`src/rtl/mem_write_monitor.sv`:
```
// Write-bus monitor: matches stores against NCHK (addr, data) checkpoints and ends in PASS or FAIL (watchdog).
// Optional store/checkpoint logging via MEM_WRITE_MONITOR_LOG_EN (simulation only).
module mem_write_monitor #(
   parameter int unsigned ADDR_W  = 64,
   parameter int unsigned DATA_W  = 64,
   parameter int unsigned NCHK    = 4,
   parameter int unsigned CNT_W   = 10,
   parameter int unsigned TIMEOUT = 48
) (
   input  logic                     clk,
   input  logic                     reset,
   input  logic                     clear,
   input  logic [1:0]               memwrite,
   input  logic [ADDR_W-1:0]        dataadr,
   input  logic [DATA_W-1:0]        writedata,
   input  logic [NCHK*ADDR_W-1:0]   chk_addr,
   input  logic [NCHK*DATA_W-1:0]   chk_data,
   input  logic [NCHK-1:0]          chk_en,
   input  logic [NCHK-1:0]          chk_final,
   output logic [NCHK-1:0]          hit_mask,
   output logic                     pass,
   output logic                     fail,
   output logic                     done,
   output logic [CNT_W-1:0]         cycle_cnt,
   output logic [15:0]              wr_count,
   output logic [ADDR_W-1:0]        last_addr,
   output logic [DATA_W-1:0]        last_data
);

   localparam logic [1:0] S_RUN  = 2'd0;
   localparam logic [1:0] S_PASS = 2'd1;
   localparam logic [1:0] S_FAIL = 2'd2;

   logic [1:0]      state;
   logic [1:0]      state_nxt;
   logic [NCHK-1:0] match_c;
   logic            wr_c;
   logic            final_hit_c;
   logic [CNT_W-1:0] cnt_inc_c;
   logic            timeout_c;

   // Per-entry exact full-width match on the current bus cycle
   for (genvar gi = 0; gi < NCHK; gi++) begin : g_match
      assign match_c[gi] = chk_en[gi] && wr_c
                           && (dataadr   == chk_addr[gi*ADDR_W +: ADDR_W])
                           && (writedata == chk_data[gi*DATA_W +: DATA_W]);
   end

   assign wr_c        = (memwrite != 2'b00);
   assign final_hit_c = |(match_c & chk_final);
   assign cnt_inc_c   = cycle_cnt + CNT_W'(1);
   assign timeout_c   = (cnt_inc_c == CNT_W'(TIMEOUT));

   always_ff @(posedge clk or negedge reset) begin
      if (!reset) state <= S_RUN;
      else        state <= state_nxt;
   end

   // Final hit outranks the watchdog; clear outranks everything
   always_comb begin
      state_nxt = state;
      if (clear) begin
         state_nxt = S_RUN;
      end else begin
         case (state)
            S_RUN: begin
               if (final_hit_c)    state_nxt = S_PASS;
               else if (timeout_c) state_nxt = S_FAIL;
            end
            S_PASS:  state_nxt = S_PASS;
            S_FAIL:  state_nxt = S_FAIL;
            default: state_nxt = S_RUN;
         endcase
      end
   end

   always_ff @(posedge clk or negedge reset) begin
      if (!reset) begin
         hit_mask  <= '0;
         pass      <= 1'b0;
         fail      <= 1'b0;
         done      <= 1'b0;
         cycle_cnt <= '0;
         wr_count  <= '0;
         last_addr <= '0;
         last_data <= '0;
      end else begin
         pass <= (state_nxt == S_PASS);
         fail <= (state_nxt == S_FAIL);
         done <= (state_nxt != S_RUN);
         if (clear) begin
            hit_mask  <= '0;
            cycle_cnt <= '0;
            wr_count  <= '0;
            last_addr <= '0;
            last_data <= '0;
         end else if (state == S_RUN) begin
            cycle_cnt <= cnt_inc_c;
            hit_mask  <= hit_mask | match_c;
            if (wr_c) begin
               if (wr_count != 16'hFFFF) wr_count <= wr_count + 16'd1;
               last_addr <= dataadr;
               last_data <= writedata;
            end
         end
      end
   end

`ifdef MEM_WRITE_MONITOR_LOG_EN
   // Console trace of run progress; register behaviour is unaffected
   always @(posedge clk) begin
      if (reset && !clear && (state == S_RUN)) begin
         if (wr_c) $display("Write %0d in %0d", writedata, dataadr);
         for (int i = 0; i < int'(NCHK); i++)
            if (match_c[i] && !hit_mask[i]) $display("Checkpoint %0d pass!", i);
         if (state_nxt == S_PASS)      $display("Test pass!");
         else if (state_nxt == S_FAIL) $display("Some error occurs!");
      end
   end
`endif

endmodule

```
`config.mk`:
```
export PLATFORM = sky130hd
export DESIGN_NAME = mem_write_monitor
export DESIGN_NICKNAME = d
export VERILOG_FILES = /design/src/rtl/mem_write_monitor.sv
export SDC_FILE = /design/constraint.sdc
export NUM_CORES = 1
export LEC_CHECK = 0
export BUFFER_PORTS_ARGS = -buffer_cell sky130_fd_sc_hd__buf_2
export CAP_MARGIN = 5
export CORE_AREA = 2 2 318 320
export CTS_BUF_LIST = sky130_fd_sc_hd__clkbuf_4 sky130_fd_sc_hd__clkbuf_8 sky130_fd_sc_hd__clkbuf_16
export DETAILED_ROUTE_END_ITERATION = 6
export DIE_AREA = 0 0 320 322
export SLEW_MARGIN = 30
export SYNTH_ARGS = -nofsm -noshare
export SYNTH_HDL_FRONTEND = slang
export SYNTH_SLANG_ARGS = --single-unit
```
`constraint.sdc`:
```
create_clock -name clk -period 2.3 [get_ports clk]
set_input_delay 0.46 -clock clk [delete_from_list [all_inputs] [get_ports clk]]
set_output_delay 0.46 -clock clk [all_outputs]
set_load 0.02 [all_outputs]
```
Yosys cells after proc, flatten, opt, wreduce, memory -nomap -nowiden
Index checks and enable logic that the tools add are counted.
Widths: inputs -> output; s select.
{ "op_classes": {"bitwise": 2, "n_reduce_logical": 21, "addsub": 2, "muxes": 18, "n_eq_ne": 14} }
{ "ops": {"columns": ["cell", "count"], "rows": [
  ["$eq 64x64->1", 8],
  ["$mux 64", 6],
  ["$mux 16", 4],
  ["$mux 10", 2],
  ["$add 16x1->16 const B", 1],
  ["$ne 16x16->1 const B", 1],
  ["$logic_and 1x1->1", 12],
  ["$add 10x1->10 const B", 1],
  ["$eq 10x6->1 const B", 1],
  ["$reduce_bool 2->1", 5],
  ["$mux 4", 2],
  ["$mux 2", 3],
  ["$pmux 2 s3", 1],
  ["$and 4x4->4", 1],
  ["$eq 2x1->1 const B", 2],
  ["$eq 2x2->1 const B", 2],
  ["$or 4x4->4", 1],
  ["$reduce_or 4->1", 1],
  ["$reduce_and 3->1", 1],
  ["$logic_not 2->1", 1],
  ["$reduce_and 2->1", 1]
]} }
{ "totals": {"input_bits": 653, "output_inout_bits": 161, "wordCells": 66, "regBits": 163} }

Longest topological paths before layout
Gate-level depths: netlist of run 1.
{ "logic_depth": {"depth_word": 10, "ltp_mapped": 8} }

Least setup slack after synthesis of run 1
No wires, ideal clock.
{ "synth_timing": {"kind": "input port to flip-flop", "from": "input port writedata[9]", "to": "register fail", "required_ns": 2.179, "t_arrival_ns": 2.227, "cell_stages": 8, "n_path_buf": 1, "setup_slack_ns": -0.048, "setup_ns": 0.121, "cell_sequence": "buf_6 nor2b_1 a2111o_1 a2111oi_4 nand4_2 nor4_4 a2111oi_2 a22o_1"} }
{ "synth_between": {"elab_chain_len": 8, "elab_cells_between_ends": 14} }
{ "synth_lines": {"columns": ["item", "line", "text"], "rows": [
  ["start, declared", "15", "input logic [DATA_W-1:0] writedata,"],
  ["$eq 64x64->1", "46", "&& (writedata == chk_data[gi*DATA_W +: DATA_W]);"],
  ["$logic_and 1x1->1", "46", null],
  ["$and 4x4->4 *", "50", "assign final_hit_c = |(match_c & chk_final);"],
  ["$reduce_or 4->1 *", "50", null],
  ["$mux 2 *", "67", "if (final_hit_c) state_nxt = S_PASS;"],
  ["$pmux 2 s3 *", "65", "case (state)"],
  ["$mux 2 *", "62", "if (clear) begin"],
  ["$eq 2x2->1 *", "89", "fail <= (state_nxt == S_FAIL);"],
  ["end signal, assigned", "89", null],
  ["end, declared", "22", "output logic fail,"]
]} }
Every way passes the cells marked *; elsewhere a longest branch is shown, timed or not.
A chain may end at the register's enable or synchronous reset.

Worst setup path in the final report of run 1
{ "layout_timing": {"from": "input port dataadr[53]", "to": "register fail"} }
{ "layout_between": {"elab_chain_len": 9, "elab_cells_between_ends": 18} }
{ "layout_lines": {"columns": ["item", "line", "text"], "rows": [
  ["start, declared", "14", "input logic [ADDR_W-1:0] dataadr,"],
  ["$eq 64x64->1", "45", "&& (dataadr == chk_addr[gi*ADDR_W +: ADDR_W])"],
  ["$logic_and 1x1->1", "45", null],
  ["$logic_and 1x1->1", "46", null],
  ["$and 4x4->4 *", "50", null],
  ["$reduce_or 4->1 *", "50", null],
  ["$mux 2 *", "67", null],
  ["$pmux 2 s3 *", "65", null],
  ["$mux 2 *", "62", null],
  ["$eq 2x2->1 *", "89", null]
]} }
Marked as above.

==> flow_summary.toml, run 1 <==
[yosys]
ys_top_cells_by_area = "dfrtp_1, xnor2_1, a22o_1, nand4_1, xor2_1"
synthFlopType = "dfrtp_1"
yosys.area.top_type = "dfrtp_1"
yosysWarnings = 0
synth-seq-cells = 163
synth_common_cells = "xnor2_1, dfrtp_1, clkbuf_1"
syn-num-nets = 2014
yosysSeqAreaShare_pct = 32.4
yosysMostFrequentCell = "xnor2_1"
synthesis.instances = 1359
synth_top_cell_area_share_pct = 32.4
syn_avg_cell_area_um2 = 9.25
synthDistinctLibCells = 47
synth_edf_count = 0
netlist_area_um2 = 12600
async_reset_ff_share_pct = 100

[final_layout]
final_nets = 3059
postLayoutCellArea_um2 = 23100
fill_cells = 11000
area_growth_pct = 84.0
final_cells = 3725
drive_above_1_share_pct = 54.4

[grt]
grt_max_degree = 54
grt_pass1_vias = 16100
gr-total-overflow = 0
grt_first_pass_wirelength_mm = 167
grt_usage_pct = 25.2
antenna_found_initial = 24

[setup_path]
cp-startpoint = "dataadr[53]"
path_max_fanout = 6
crit_end = "fail"
worstReg2RegStart = "cycle_cnt[1]"
path_class = "in2reg"
rrSetupSlack_ns = 0.03
crit_slowest_cell = "nor4_4"
worstPathRequired_ns = 2.67
rr_worst_depth = 7
timing.rr.end = "fail"
max_stage_delay_ns = 0.45
cp_cell_sequence = "buf_2 -> xnor2_1 -> buf_4 -> nand4_1 -> nor4_4 -> nand4_1 -> nor4_2 -> buf_4 -> a2111oi_4 -> a22o_1"
crit_path_start_kind = "input pin"
cp-end-kind = "flip-flop"
worstPathArrival_ns = 2.88

[routing]
totalWireLength_mm = 133
ant_nets = 0
drt_iter0_drc = 1134
dr.pass1.iters = 5
routedWlPerCell_um = 35.8
vias = 15600
drc = 0
vias_per_cell = 4.19

[floorplan]
fp.dieW_um = 320
core_area_um2 = 99600
rows = 116
start_util_pct = 12.6
fp.dieH_um = 322
num_io_pins = 814
die-area_um2 = 103000

[placed_design]
dp_cells = 3679
dp_hpwl_mm = 118
placed_area_um2 = 21400
place_congestion = 1.00
numPortBuffers = 813

[sta]
max_slew.worst_pin.slew_ns = 0.653
hold_viol = 0
min_period_ns = 2.52
worst_slack_ns = -0.216
post-route-period-util_pct = 109
clock-skew-final_ns = 0.0171
slew_violations = 0
clock.fmax_ghz = 0.397
rsz0062_at_grt = "yes"
setup_viol = 7
relSlewSlack_pct = 55.4

[cts]
cts_inserted_buffers = 17
clk-insertion-delay-late_ns = 0.50
cts.path.max_buffers = 2
cts_tree = "done"
cts_root_buf = "clkbuf_16"
htreeDepth = 4
clock-sinks = 163
clkTransAtPathRegs_ns = 0.08

[outcome]
failed_checks = "negative setup slack"
status = "finished, violations left"

[pwr]
p_leak_nw = 10.9
p_per_area_nw_per_um2 = 460
ir_drop_mv = 0.573
power_mw = 10.6

[min_path]
hold_path_class = "in2reg"

[run]
maxCapViolCount = 0
[how the worst min path moves through the flow]
stage | startpoint | endpoint | slack, ns | cells after the start
global placement | reset | last_data[48] | 0.44 | 1
CTS | writedata[22] | last_data[22] | 0.25 | 2
global route | writedata[59] | last_data[59] | 0.24 | 2
finish | writedata[59] | last_data[59] | 0.27 | 2
floorplan | reset | cycle_cnt[0] | 0.16 | 0
detailed placement | reset | last_data[48] | 0.44 | 1
[layout by cell type (no fill, tap or decap), types with 6 or more instances in the layout]
| master | count |
|---|---|
| a2111o_1 | 10 |
| a21oi_1 | 7 |
| a22o_1 | 132 |
| buf_12 | 76 |
| buf_2 | 766 |
| buf_4 | 309 |
| buf_6 | 24 |
| buf_8 | 6 |
| clkbuf_16 | 17 |
| dfrtp_1 | 163 |
| diode_2 | 10 |
| inv_1 | 41 |
| nand2_1 | 20 |
| nand2b_1 | 29 |
| nand3_1 | 11 |
| nand4_1 | 113 |
| nor2_1 | 36 |
| nor2b_1 | 37 |
| nor3_1 | 6 |
| nor4_1 | 20 |
| nor4_2 | 10 |
| nor4_4 | 19 |
| o2111ai_1 | 7 |
| o22ai_1 | 11 |
| xnor2_1 | 357 |
| xnor2_2 | 34 |
| xnor2_4 | 7 |
| xor2_1 | 73 |
[layout make-up]
cell class / instances / area [µm²] / share of cell area, %
multi-input combinational: 989 / 8540 / 36.9
timing repair buffer: 1188 / 8100 / 35.0
sequential: 163 / 4080 / 17.6
tap: 1298 / 1620 / 7.02
clock buffer: 18 / 439 / 1.90
inverter: 45 / 173 / 0.746
clock inverter: 14 / 164 / 0.708
antenna: 10 / 25.0 / 0.108
[registers in the layout, summed over array words and instances (netlist names), 2 cells and up]
| signal | flops |
|---|---|
| last_data | 64 |
| wr_count | 16 |
| last_addr | 64 |
| hit_mask | 4 |
| cycle_cnt | 10 |
| state | 2 |
[critical path, delay by kind of cell]
family                 cells  cell delay (ns)
AO/OA/AOI/OAI              2             0.30
AND/OR/NAND/NOR            4             1.30
XOR/XNOR                   1             0.16
buffers and inverters      3             0.62
[stage by stage]
| stage | setup TNS, ns | hold slack, ns | util (%) | setup slack, ns |
|---|---|---|---|---|
| after floorplan | 0 | 0.164 | - | 0.000607 |
| after global placement | -12.53 | 0.441 | 21.5 | -1.58 |
| after detailed placement | -10.46 | 0.444 | 21.5 | -1.31 |
| after CTS | -0.382 | 0.248 | 22.8 | -0.0835 |
| after global routing | -1.32 | 0.243 | 23.2 | -0.260 |
| final | -1.08 | 0.267 | 23.2 | -0.216 |
[metal layers]
| layer | track usage [%] | share of wire, % | vias to the layer above |
|---|---|---|---|
| met4 | 10.2 | 4.4 | 14 |
| met5 | 0 | 0.069 | - |
| met2 | 41.6 | 47 | 838 |
| met3 | 4.89 | 5.8 | 174 |
| li1 | - | - | 6798 |
| met1 | 32.2 | 43 | 7787 |
[power by group]
part | switching (mW) | internal [mW]
combinational | 2.47 | 1.91
clock | 1.56 | 1.58
sequential | 0.104 | 3.02
total | 4.14 | 6.51
[logic make-up (layout without fill, tap and decap cells)]
| kind of cell | count (synthesis) | in the layout | synth area share (%) |
|---|---|---|---|
| AOI/OAI and AO/OA | 190 | 190 | 13.1 |
| and+or+nand+nor | 325 | 325 | 15.1 |
| DFF | 163 | 163 | 32.4 |
| muxes | 1 | 1 | 0.0896 |
| adders and majority gates | 2 | 2 | 0.199 |
| buffers and inverters | 207 | 1265 | 6.26 |
| other | 0 | 10 | 0 |
| xor gates and xnor gates | 471 | 471 | 32.8 |
[timing repair]
action                                  in CTS  in global routing
pin swaps                                   52                 43
setup buffers                                4                  7
endpoints found under the setup margin       9                  9
gates resized for setup                    148                 63
hold endpoints to repair                    30                  0
hold buffers                                 1                  0
Power figures use the tool's default switching activity.
==> inputs of run 2 (changes only) <==
GPL_TIMING_DRIVEN = 0   (was not set)
==> flow_summary.toml, run 2 (synthesis results as in run 1) <==
[outcome]
status = "finished, violations left"
failed_checks = "negative setup slack"

[setup_path]
rrSetupSlack_ns = 0.03
worstPathRequired_ns = 2.67
cp-end-kind = "flip-flop"
worstPathArrival_ns = 3.18
crit_path_start_kind = "input pin"
path_class = "in2reg"
path_max_fanout = 6

[pwr]
clock_power_share_pct = 30.7
ir_drop_mv = 0.532
pwr-share-seq_pct = 31.5
p_leak_nw = 9.05
pwr-share-comb_pct = 37.8
p_sw_share_pct = 40.5
p_per_area_nw_per_um2 = 492
p_sw_mw = 4.00
p_int_mw = 5.89

[routing]
ant_nets = 0
drt_iter0_drc = 994
routedWlPerCell_um = 36.8
vias = 14500
dr.pass1.iters = 5
totalWireLength_mm = 126
vias_per_cell = 4.24
drc = 0

[placed_design]
dp_cells = 3376
dp_hpwl_mm = 110
pre_cts_slack_ns = -2.41
numPortBuffers = 684
placed_area_um2 = 18500
place_congestion = 0.937

[sta]
worst_slack_ns = -0.511
post-route-period-util_pct = 122
fin_tns_setup_ns = -3.65
max_slew.worst_pin.slew_ns = 0.924
hold_viol = 0
min_period_ns = 2.81
relSlewSlack_pct = 38.4
setup_viol = 8
clock-skew-final_ns = 0.0232
clock.fmax_ghz = 0.356
hold_ws_ns = 0.241
slew_violations = 0
rsz0062_at_grt = "yes"

[final_layout]
reg.largest.list = "last_addr (64), last_data (64), wr_count (16)"
register_area_um2 = 4080
fill_cells = 11200
layout_common_cells = "buf_2, xnor2_1, dfrtp_1"
drive_above_1_share_pct = 46.5
postLayoutCellArea_um2 = 20100
multi_input_area_um2 = 8410
area_growth_pct = 59.8
layout_commonest_cell = "buf_2"
final_cells = 3425
final_nets = 2764

[grt]
grt_pass1_vias = 14700
grt_usage_pct = 23.8
antenna_found_initial = 29
grt_max_degree = 85
grt_first_pass_wirelength_mm = 154
gr-total-overflow = 0

[floorplan]
core_area_um2 = 99600
rows = 116
start_util_pct = 12.6
die-area_um2 = 103000
fp.dieH_um = 322
fp.dieW_um = 320
num_io_pins = 814

[cts]
htreeDepth = 4
clock-sinks = 163
cts_inserted_buffers = 17
clk-insertion-delay-late_ns = 0.49
clkTransAtPathRegs_ns = 0.08
cts_root_buf = "clkbuf_16"
cts_tree = "done"
cts.path.max_buffers = 2

[run]
maxCapViolCount = 0

[min_path]
hold_path_class = "in2reg"
run 2: worst paths after layout:
check	endpoint	from	cells after the start
max	fail	writedata[17]	10
min	last_addr[56]	dataadr[56]	2
max reg2reg	done	cycle_cnt[0]	6
min reg2reg	last_addr[24]	last_addr[24]	1
max in group asynchronous	cycle_cnt[4]	reset	4
min in group asynchronous	last_data[37]	reset	2
run 2: critical path: stages:
cell and delay (ns):
clkbuf_2 0.27, xnor2_1 0.34, nand4_1 0.44, nor4_4 0.44, buf_4 0.23, nand4_1 0.10
buf_4 0.19, nor4_4 0.33, a2111oi_4 0.11, a22o_1 0.23
run 2: metal layers:
layer | global-route usage [%] | share of wire, % | wire (µm)
met5 | 0 | 0.089 | 112
met4 | 11.7 | 5.3 | 6690
met1 | 29.4 | 41 | 51600
met3 | 5.63 | 7.9 | 9920
met2 | 38.6 | 46 | 57700
run 2: power groups by stage:
| stage | Clock [mW] | Combinational, mW | Sequential [mW] |
|---|---|---|---|
| global placement | 0 | 3.41 | 3.16 |
| detailed placement | 0 | 3.59 | 3.16 |
| finish | 3.04 | 3.74 | 3.11 |
| CTS | 3.07 | 3.73 | 3.11 |
| global route | 3.17 | 3.90 | 3.13 |
| floorplan | 0 | 1.27 | 3.36 |
run 2: layout make-up:
type / count / area share (%)
inverter: 45 / 0.841
clock buffer: 17 / 2.12
sequential: 163 / 20.3
clock inverter: 15 / 0.810
tap: 1298 / 8.08
buffer: 161 / 5.00
timing repair buffer: 732 / 21.0
antenna: 5 / 0.0623
multi-input combinational: 989 / 41.8
run 2: per-stage QoR:
| step | util, % | power [mW] |
|---|---|---|
| 2_1_floorplan | - | 4.62 |
| 3_3_place_gp | 17.7 | 6.57 |
| 3_5_place_dp | 18.6 | 6.75 |
| 4_1_cts | 20.0 | 9.91 |
| 5_1_grt | 20.2 | 10.2 |
| 6_report | 20.2 | 9.89 |
run 2: repair_timing:
| action | in CTS | in global routing |
|---|---|---|
| hold buffers | 1 | 0 |
| pin swaps | 38 | 30 |
| resized for setup | 168 | 65 |
| setup endpoints to repair | 135 | 134 |
| setup buffers | 10 | 3 |
| endpoints found under the hold margin | 6 | 0 |
